--- src/rtl/iomem_router.sv ---
// iomem_router: routes one SoC iomem transfer at a time to a decoded peripheral slot.
// Latency: iomem_ready at +1 (decode error), >= +2 (slot reply), at most +TIMEOUT+1.
// Backpressure: one outstanding transfer; new requests are accepted only in IDLE.
module iomem_router #(
  parameter logic [7:0]  REGION    = 8'h03,
  parameter int          SLOT_LSB  = 16,
  parameter int          SLOT_BITS = 2,
  parameter int          TIMEOUT   = 16,
  parameter logic [31:0] ERR_DATA  = 32'hDEAD_BEEF,
  localparam int         NSLOTS    = 1 << SLOT_BITS
) (
  input  logic                clk,
  input  logic                resetn,
  input  logic                iomem_valid,
  output logic                iomem_ready,
  input  logic [3:0]          iomem_wstrb,
  input  logic [31:0]         iomem_addr,
  input  logic [31:0]         iomem_wdata,
  output logic [31:0]         iomem_rdata,
  output logic [NSLOTS-1:0]   per_valid,
  output logic [3:0]          per_wstrb,
  output logic [31:0]         per_addr,
  output logic [31:0]         per_wdata,
  input  logic [NSLOTS-1:0]   per_ready,
  input  logic [32*NSLOTS-1:0] per_rdata,
  output logic                err_irq,
  output logic [31:0]         err_addr
);

  localparam int CW = $clog2(TIMEOUT + 1);
  localparam logic [CW-1:0]     LAST = CW'(TIMEOUT - 1);
  localparam logic [NSLOTS-1:0] ONE  = NSLOTS'(1);

  typedef enum logic [1:0] {IDLE, ACCESS, RESP, ERR} state_t;

  state_t                state;
  logic [SLOT_BITS-1:0]  slot;
  logic [CW-1:0]         cnt;
  logic [SLOT_BITS-1:0]  req_slot;
  logic [31:0]           slot_rdata;

  assign req_slot   = iomem_addr[SLOT_LSB +: SLOT_BITS];
  assign slot_rdata = per_rdata[32*slot +: 32];

  // Transfer sequencer; every output is set on the edge entering the state that presents it.
  always_ff @(posedge clk) begin
    if (!resetn) begin
      state       <= IDLE;
      slot        <= '0;
      cnt         <= '0;
      iomem_ready <= 1'b0;
      iomem_rdata <= '0;
      per_valid   <= '0;
      per_wstrb   <= '0;
      per_addr    <= '0;
      per_wdata   <= '0;
      err_irq     <= 1'b0;
      err_addr    <= '0;
    end else begin
      iomem_ready <= 1'b0;
      err_irq     <= 1'b0;
      case (state)
        IDLE: begin
          if (iomem_valid && !iomem_ready) begin
            per_addr  <= iomem_addr;
            per_wdata <= iomem_wdata;
            per_wstrb <= iomem_wstrb;
            slot      <= req_slot;
            if (iomem_addr[31:24] != REGION) begin
              // Out-of-region access never reaches a peripheral.
              iomem_ready <= 1'b1;
              iomem_rdata <= ERR_DATA;
              err_irq     <= 1'b1;
              err_addr    <= iomem_addr;
              state       <= ERR;
            end else begin
              per_valid <= ONE << req_slot;
              cnt       <= '0;
              state     <= ACCESS;
            end
          end
        end
        ACCESS: begin
          // A reply on the final allowed cycle takes priority over the timeout.
          if (per_ready[slot]) begin
            iomem_rdata <= slot_rdata;
            per_valid   <= '0;
            iomem_ready <= 1'b1;
            state       <= RESP;
          end else if (cnt == LAST) begin
            per_valid   <= '0;
            iomem_rdata <= ERR_DATA;
            iomem_ready <= 1'b1;
            err_irq     <= 1'b1;
            err_addr    <= per_addr;
            state       <= ERR;
          end else begin
            cnt <= cnt + CW'(1);
          end
        end
        RESP:    state <= IDLE;
        ERR:     state <= IDLE;
        default: state <= IDLE;
      endcase
    end
  end

endmodule

--- config.mk ---
export PLATFORM = sky130hd
export DESIGN_NAME = iomem_router
export DESIGN_NICKNAME = d
export VERILOG_FILES = /design/src/rtl/iomem_router.sv
export SDC_FILE = /design/constraint.sdc
export NUM_CORES = 1
export LEC_CHECK = 0
export BUFFER_PORTS_ARGS = -buffer_cell sky130_fd_sc_hd__buf_2
export CORE_AREA = 2 2 132 134
export CTS_CLUSTER_DIAMETER = 200
export DETAILED_ROUTE_END_ITERATION = 12
export DIE_AREA = 0 0 134 136
export GPL_ROUTABILITY_DRIVEN = 1
export PLACE_DENSITY = 0.74
export SKIP_CTS_REPAIR_TIMING = 1
export SLEW_MARGIN = 15
export SYNTH_ARGS = -nofsm -noshare
export SYNTH_HDL_FRONTEND = slang
export SYNTH_SLANG_ARGS = --single-unit
--- constraint.sdc ---
create_clock -name clk -period 3.7 [get_ports clk]
set_input_delay 0.37 -clock clk [delete_from_list [all_inputs] [get_ports clk]]
set_output_delay 0.37 -clock clk [all_outputs]
set_load 0.01 [all_outputs]
**Word level (Yosys, flattened, before mapping)**

Index checks and enable logic that the tools add are counted.
Widths: inputs -> output; s select.

- Flip-flop bits (word level): 147
- Latch bits: 0
- Memory bits (writable): 0
- ROM bits: 0
- Bits of input ports: 203
- Output and inout port bits: 138
- Word-level logic and storage cells: 72
- Memories kept: 0

- Add/sub/neg operators: 1
- Multiply operators: 0
- Divide/modulo/power cells: 0
- Magnitude comparators: 1
- Eq/ne operators: 12
- Shift operators: 2
- Muxes and demuxes: 34
- Bitwise operators: 0
- Reduce and logical (&&, ||, !) cells: 11

Operator list:

| cell | count |
|---|---|
| $mux 32 | 8 |
| $pmux 32 s2 | 2 |
| $shiftx 128x8->32 | 1 |
| $mux 5 | 4 |
| $mux 4 | 4 |
| $ne 2x2->1 const B | 6 |
| $pmux 5 s2 | 1 |
| $reduce_and 5->1 | 2 |
| $mux 2 | 4 |
| $ne 8x2->1 const B | 1 |
| $pmux 4 s2 | 1 |
| $reduce_and 4->1 | 2 |
| $mux 1 | 6 |
| $pmux 2 s3 | 1 |
| $add 5x1->5 const B | 1 |
| $eq 5x4->1 const B | 1 |
| $eq 2x2->1 const B | 2 |
| $pmux 1 s2 | 2 |
| $reduce_and 2->1 | 2 |
| $shl 1x2->4 const A | 1 |
| $lt 2x3->1 const B | 1 |
| $ne 3x3->1 const B | 1 |
| $bmux 1 s2 | 1 |
| $eq 2x1->1 const B | 1 |
| 5 further kinds | 5 |

**Longest topological paths before layout**

Gate-level depths: netlist of the first run.

- Depth after elaboration: 4
- Depth in mapped cells: 8
- Mapped depth without buffers: 6

**Worst setup path after synthesis of the first run**

No wires, ideal clock.

- Path type: reg2reg
- Start point: reg, netlist name per_addr[16]
- End point: reg iomem_rdata[0]
- Setup time: 0.119 ns
- Arrival: 1.989 ns
- Data required time: 3.581 ns
- Slack: 1.593 ns
- Cell stages (with the launch flop): 7
- Buffers on the path: 2
- Period minus slack after synthesis: 2.107 ns
- Path through: dfxtp_1 -> buf_6 -> mux4_2 -> o21ai_2 -> nand2_2 -> buf_2 -> o221a_2

RTL lines:

| what | RTL line | RTL |
|---|---|---|
| end signal: assignment | 86 | `iomem_rdata <= slot_rdata;` |
| end: declaration | 19 | `output logic [31:0] iomem_rdata,` |

**Worst setup path in the final report of the first run**

- Start point: reg state[1]
- End point: reg err_addr[7]

- Cells in the longest elaborated chain, start to end: 3
- Elaborated cells between the ends (all ways): 9
- Classes of those cells: eq/ne: 5; mux: 1; reduce/logical: 3

Ends and longest elaborated chain:

| what | RTL line | RTL |
|---|---|---|
| start: declaration | 36 | `state_t state;` |
| start signal: assignment | 48 | `state <= IDLE;` |
| start signal: assignment | 75 | `state <= ERR;` |
| start signal: assignment | 79 | `state <= ACCESS;` |
| $eq 2x1->1 or $logic_not 2->1 (tied branches) | 62 | `case (state)` |
| $ne 2x2->1 (no source line) or $reduce_bool 2->1 (tied branches) | - |  |
| $reduce_and 5->1 (no source line) | - |  |
| end signal: assignment | 74 | `err_addr <= iomem_addr;` |
| end signal: assignment | 95 | `err_addr <= per_addr;` |
| end: declaration | 27 | `output logic [31:0] err_addr` |

Parallel ways exist; a longest one is shown, timed or not.
A chain may end at the register's enable or synchronous reset.

==> flow_metrics.env, run 1 <==
export IMPL_outcome="finished, final reports clean"
export IMPL_clk_pin_slew_ns=0.06
export IMPL_seq_area_frac_synth=0.467
export IMPL_design_core_area_mm2=0.0169
export IMPL_synth_avg_cell_area_um2=9.24
export IMPL_placed_area_mm2=0.00806
export IMPL_drive_gt1_frac=0.452
export IMPL_clk_latency_ns=0.42
export IMPL_synth_seq_cells=145
export IMPL_synthMuxAreaShare=0.120
export IMPL_synth_area_leader_cell="dfxtp_1"
export IMPL_rrSetupSlack_ns=1.08
export IMPL_skew_ns=0.0112
export IMPL_crit_end="err_addr[7]"
export IMPL_grtUsageTotal=0.215
export IMPL_drtIter0Drc=411
export IMPL_finalSetupViolCount=0
export IMPL_stdcell_area_mm2=0.00865
export IMPL_routed_wl_um=20600
export IMPL_rsz0062_at_grt="no"
export IMPL_cap_violations=0
export IMPL_cts_root_buf="clkbuf_16"
export IMPL_p_leak_nw=3.89
export IMPL_drt_pre_antenna_iters=4
export IMPL_syn_nets=879
export IMPL_finalCritPeriodShare=0.708
export IMPL_die_area_mm2=0.0182
export IMPL_worst_pin_slew_ns=0.865
export IMPL_cts_sinks=145
export IMPL_numCtsBuffers=17
export IMPL_fmax_mhz=382
export IMPL_p_total_mw=4.53
export IMPL_start_util=0.368
export IMPL_relSlewSlack=0.421
export IMPL_antenna_found_initial=3
export IMPL_mappedNetlistArea_mm2=0.00622
export IMPL_worstPathMaxFanout=33
export IMPL_startpoint_type="flip-flop"
export IMPL_drc=0
export IMPL_die_w_um=134
export IMPL_cp_required_ns=3.96
export IMPL_row_count=48
export IMPL_via_count=6366
export IMPL_synth_warnings=0
export IMPL_num_nets_final=1188
export IMPL_synth_top_cells_by_area="dfxtp_1, nand2_1, mux4_2"
export IMPL_synth_xor_area_frac=0
export IMPL_drv_slew=0
export IMPL_rr_endpoint="err_addr[7]"
export IMPL_syn_to_final_growth_pct=39.1
export IMPL_tns_ns=0
export IMPL_ys_types=42
export IMPL_timing_hold_violations_final=0
export IMPL_r2r_start="state[1]"
export IMPL_rr_worst_depth=5
export IMPL_routed_via_density=5.21
export IMPL_clockBufferDepth=2
export IMPL_wl_per_cell_um=16.9
export IMPL_gp_congestion=0.827
export IMPL_whs_ns=0.184
export IMPL_tritoncts="yes"
export IMPL_netlist_area_leader_share=0.467
export IMPL_htreeDepth=4
export IMPL_fin_util=0.512
export IMPL_cp_startpoint="state[1]"
export IMPL_overflow=0
export IMPL_period_needed_ns=2.62
export IMPL_ant_nets=0
export IMPL_grt_pass1_vias=5679
export IMPL_hp_class="input port to flip-flop"
export IMPL_synth_simple_area_share=0.190
export IMPL_synth_adder_area_share=0.00604
export IMPL_critical_path_arrival_ns=2.88
export IMPL_grt_max_degree=69
export IMPL_dpl_hpwl_um=15000
export IMPL_crit_type="flip-flop to flip-flop"
export IMPL_numPortBuffers=340
export IMPL_synth_compound_gate_area_share=0.174
export IMPL_end_kind="flip-flop"
export IMPL_syn_inst=673
export IMPL_p_per_area_mw_per_mm2=523
export IMPL_dieHeight_um=136
export IMPL_ir_drop_v=0.000350
export IMPL_grt_pass1_wl_um=30400
export IMPL_ios=341
export IMPL_synth_top_family_by_area="simple AND/OR/NAND/NOR gates"
[cell usage in the layout (no fill, tap or decap), drive strengths merged]
master | netlist | final
clkinv | 0 | 7
a32oi | 8 | 8
a31oi | 2 | 2
or4bb | 1 | 1
nand3 | 6 | 6
nor2 | 12 | 12
nand2 | 206 | 206
a211oi | 3 | 3
dfxtp | 145 | 145
o21ai | 3 | 3
or4b | 1 | 1
or2 | 1 | 1
nor4bb | 1 | 1
and2 | 2 | 2
or3 | 2 | 2
inv | 3 | 6
a311oi | 31 | 31
nor3b | 1 | 1
a21oi | 71 | 71
buf | 18 | 352
nor4b | 1 | 1
mux4 | 33 | 33
o32ai | 1 | 1
nor2b | 2 | 2
bufinv | 0 | 2
o22ai | 2 | 2
nor4 | 2 | 2
clkinvlp | 0 | 1
clkbuf | 44 | 19
a22o | 4 | 4
and3 | 2 | 2
diode | 0 | 2
o221a | 24 | 24
nand2b | 1 | 1
ha | 3 | 3
or4 | 1 | 1
nand3b | 2 | 2
nor3 | 34 | 34
[registers in the layout, indices dropped and copies added, names as in the netlist]
name / flops
err_addr: 32
per_wstrb: 4
err_irq: 1
cnt: 5
per_wdata: 32
state: 2
iomem_rdata: 32
per_valid: 4
per_addr: 32
iomem_ready: 1
[synth_stat cells]
library cell / instances
nor4_1: 2
o21ai_0: 1
nand3_1: 6
a211oi_1: 3
nand2b_1: 1
a21oi_1: 70
o21ai_1: 1
nor3b_2: 1
buf_4: 1
nor3_1: 34
nand2_2: 1
ha_1: 3
nand2_1: 205
buf_2: 12
and3_1: 2
mux4_2: 33
dfxtp_1: 145
nor4b_2: 1
or4bb_1: 1
or3_1: 1
o221a_2: 24
or3_4: 1
buf_6: 1
inv_1: 3
a22o_1: 4
nor2_1: 12
a311oi_1: 31
a32oi_1: 8
and2_1: 2
or4b_1: 1
nor4bb_1: 1
o32ai_1: 1
or4_1: 1
nor2b_1: 2
clkbuf_1: 44
o22ai_1: 2
a31oi_1: 2
or2_2: 1
nand3b_1: 2
buf_1: 4
o21ai_2: 1
a21oi_2: 1
[kinds of logic after synthesis]
logic type | Yosys count
mux | 33
compound gates | 149
fa+ha+maj | 3
flops | 145
simple gates | 278
buf+inv | 65
[worst max-delay path: stages (launching register included)]
cell,delay (ns)
dfxtp_1,0.38
or4b_2,0.72
a21oi_2,0.13
buf_4,0.36
or2_2,0.65
a311oi_1,0.20
[cell type report]
cell class              instances  area, um2
flip-flops and latches        145       2900
diodes                          2       5.00
repair buffers                352       1790
inverters                       3       12.5
multi-input cells             463       3070
clock buffers                  19        433
clock inverters                13        154
fillers                      1589       8230
well taps                     225        282
[stage by stage]
step,worst slack (ns),std cells
5_1_grt,0.950,1222
3_5_place_dp,1.09,1188
6_report,1.08,1222
3_3_place_gp,1.18,1188
4_1_cts,1.09,1220
2_1_floorplan,1.59,673
[report_power, final]
group | internal, mW | switching [mW] | total [mW]
sequential | 1.73 | 0.103 | 1.83
combinational | 0.433 | 0.553 | 0.987
clock | 1.01 | 0.699 | 1.71
total | 3.17 | 1.35 | 4.53
[per-layer routing]
metal / vias to the layer above / track usage / part of all wire
met1: 3030 / 0.293 / 0.44
met2: 249 / 0.329 / 0.48
met4: 2 / 0.0822 / 0.022
met3: 32 / 0.0541 / 0.063
li1: 3053 / - / -
met5: - / 0 / 0.00048
[worst min-delay path by stage]
stage / slack (ns) / end / cells after the start / start
after floorplan: 0.45 / cnt[4] / 2 / cnt[4]
after global placement: 0.44 / per_wdata[12] / 2 / per_wdata[12]
after detailed placement: 0.44 / per_wdata[28] / 2 / per_wdata[28]
after CTS: 0.16 / per_wdata[9] / 3 / iomem_wdata[9]
after global routing: 0.17 / per_wdata[30] / 3 / iomem_wdata[30]
final: 0.18 / per_wdata[30] / 3 / iomem_wdata[30]
Note: power is estimated with default switching activity, not from simulation.
==> run 2: changes to the inputs <==
==> constraint.sdc (replaced) <==
create_clock -name clk -period 2.6 [get_ports clk]
set_input_delay 0.26 -clock clk [delete_from_list [all_inputs] [get_ports clk]]
set_output_delay 0.26 -clock clk [all_outputs]
set_load 0.01 [all_outputs]
==> flow_metrics.env, run 2 (synthesis results as in run 1) <==
export IMPL_outcome="finished, final reports clean"
export IMPL_startpoint_type="flip-flop"
export IMPL_internal_power_mw=4.54
export IMPL_grt_max_degree=69
export IMPL_dpl_hpwl_um=15200
export IMPL_skew_ns=0.0139
export IMPL_clkPwrFrac=0.372
export IMPL_clockBufferDepth=2
export IMPL_drive_gt1_frac=0.457
export IMPL_clk_pin_slew_ns=0.06
export IMPL_cap_violations=0
export IMPL_antenna_found_initial=5
export IMPL_mostFrequentLayoutCell="buf_2"
export IMPL_path_cells="nand2b_1 -> buf_4 -> nor3b_4 -> or2_2 -> buf_4 -> a311oi_1"
export IMPL_via_count=6374
export IMPL_p_per_area_mw_per_mm2=738
export IMPL_cts_root_buf="clkbuf_16"
export IMPL_cp_top_family="simple AND/OR/NAND/NOR gates"
export IMPL_design_core_area_mm2=0.0169
export IMPL_max_stage_delay_ns=0.48
export IMPL_path_buf_inv=2
export IMPL_r2r_start="state[1]"
export IMPL_cts_sinks=145
export IMPL_cp_required_ns=2.91
export IMPL_rr_worst_depth=6
export IMPL_critical_path_arrival_ns=2.42
export IMPL_tritoncts="yes"
export IMPL_drv_slew=0
export IMPL_timing_hold_violations_final=0
export IMPL_tns_ns=0
export IMPL_multi_input_area_mm2=0.00307
export IMPL_whs_ns=0.0777
export IMPL_gp_congestion=0.802
export IMPL_htreeDepth=4
export IMPL_row_count=48
export IMPL_overflow=0
export IMPL_pwr_share_comb=0.222
export IMPL_crit_type="flip-flop to flip-flop"
export IMPL_final_cell_mix="buf_2, nand2_1, dfxtp_1"
export IMPL_numCtsBuffers=17
export IMPL_grt_pass1_vias=5946
export IMPL_rrSetupSlack_ns=0.49
export IMPL_p_leak_nw=3.92
export IMPL_syn_to_final_growth_pct=40.2
export IMPL_swShare=0.295
export IMPL_crit_end="err_addr[23]"
export IMPL_fin_util=0.516
export IMPL_drtIter0Drc=375
export IMPL_dieHeight_um=136
export IMPL_worst_pin_slew_ns=0.752
export IMPL_wl_per_cell_um=17.0
export IMPL_crit_top_cell="buf_4"
export IMPL_ir_drop_v=0.000461
export IMPL_fillers=1597
export IMPL_cp_slowest_cell="nand2b_1"
export IMPL_numPortBuffers=340
export IMPL_start_util=0.368
export IMPL_ios=341
export IMPL_drc=0
export IMPL_finalSetupViolCount=0
export IMPL_finalCritPeriodShare=0.810
export IMPL_ant_nets=0
export IMPL_die_w_um=134
export IMPL_routed_wl_um=20900
export IMPL_hp_class="input port to flip-flop"
export IMPL_routed_via_density=5.19
export IMPL_grtUsageTotal=0.218
export IMPL_rsz0062_at_grt="no"
export IMPL_grt_pass1_wl_um=31100
export IMPL_worstPathMaxFanout=17
export IMPL_seqPwrFrac=0.406
export IMPL_rr_endpoint="err_addr[23]"
export IMPL_end_kind="flip-flop"
export IMPL_power_switching_mw=1.90
export IMPL_fmax_mhz=475
export IMPL_relSlewSlack=0.499
export IMPL_cp_startpoint="state[1]"
export IMPL_cp_depth=6
export IMPL_die_area_mm2=0.0182
export IMPL_regArea_mm2=0.00290
export IMPL_clk_latency_ns=0.42
export IMPL_drt_pre_antenna_iters=5
export IMPL_period_needed_ns=2.11
export IMPL_num_nets_final=1196
[run 2: cell count changes in the layout (fill, tap and decap cells not counted), sizes merged]
cell      change
clkinvlp      +2
buf           +8
clkbuf        +1
inv           -4
diode         -1
clkinv        +1
[run 2: final cells by class]
class | instances | share of cell area
multi-input cells | 463 | 0.352
flip-flops and latches | 145 | 0.333
repair buffers | 360 | 0.214
clock buffers | 20 | 0.0513
well taps | 225 | 0.0323
clock inverters | 12 | 0.0156
inverters | 3 | 0.00144
diodes | 1 | 0.000287
[run 2: how the worst min path moves through the flow]
stage / from / endpoint / cells past startpoint
3_5_place_dp: per_wdata[12] / per_wdata[12] / 2
4_1_cts: iomem_wstrb[3] / per_wstrb[3] / 3
6_report: iomem_wstrb[3] / per_wstrb[3] / 3
3_3_place_gp: per_wdata[12] / per_wdata[12] / 2
5_1_grt: iomem_wdata[2] / per_wdata[2] / 3
2_1_floorplan: iomem_addr[17] / per_valid[2] / 1
[run 2: power groups by stage]
stage	registers [mW]	logic, mW	clock network (mW)
5_1_grt	2.64	1.56	2.55
3_5_place_dp	2.66	1.44	0
4_1_cts	2.61	1.44	2.46
3_3_place_gp	2.65	1.41	0
2_1_floorplan	2.74	0.725	0
6_report	2.61	1.43	2.40
[run 2: metrics by stage]
| stage | std cells | setup slack [ns] | power (mW) | instance area, um2 |
|---|---|---|---|---|
| after floorplan | 673 | 0.493 | 3.47 | 6220 |
| after global placement | 1196 | 0.497 | 4.06 | 8130 |
| after detailed placement | 1196 | 0.451 | 4.09 | 8130 |
| after CTS | 1228 | 0.507 | 6.51 | 8710 |
| after global routing | 1229 | 0.341 | 6.75 | 8710 |
| final | 1229 | 0.494 | 6.43 | 8710 |
[run 2: worst register-to-register path, stage by stage, from the launching register on]
cell,delay (ns)
dfxtp_1,0.47
nand2b_1,0.48
buf_4,0.25
nor3b_4,0.05
or2_2,0.29
buf_4,0.21
a311oi_1,0.26
[run 2: routing by layer]
layer,part of all wire,wire length [um],GRT usage
met4,0.015,320,0.0697
met2,0.49,10300,0.352
met1,0.42,8850,0.282
met3,0.065,1360,0.0638
met5,0.0023,48,0
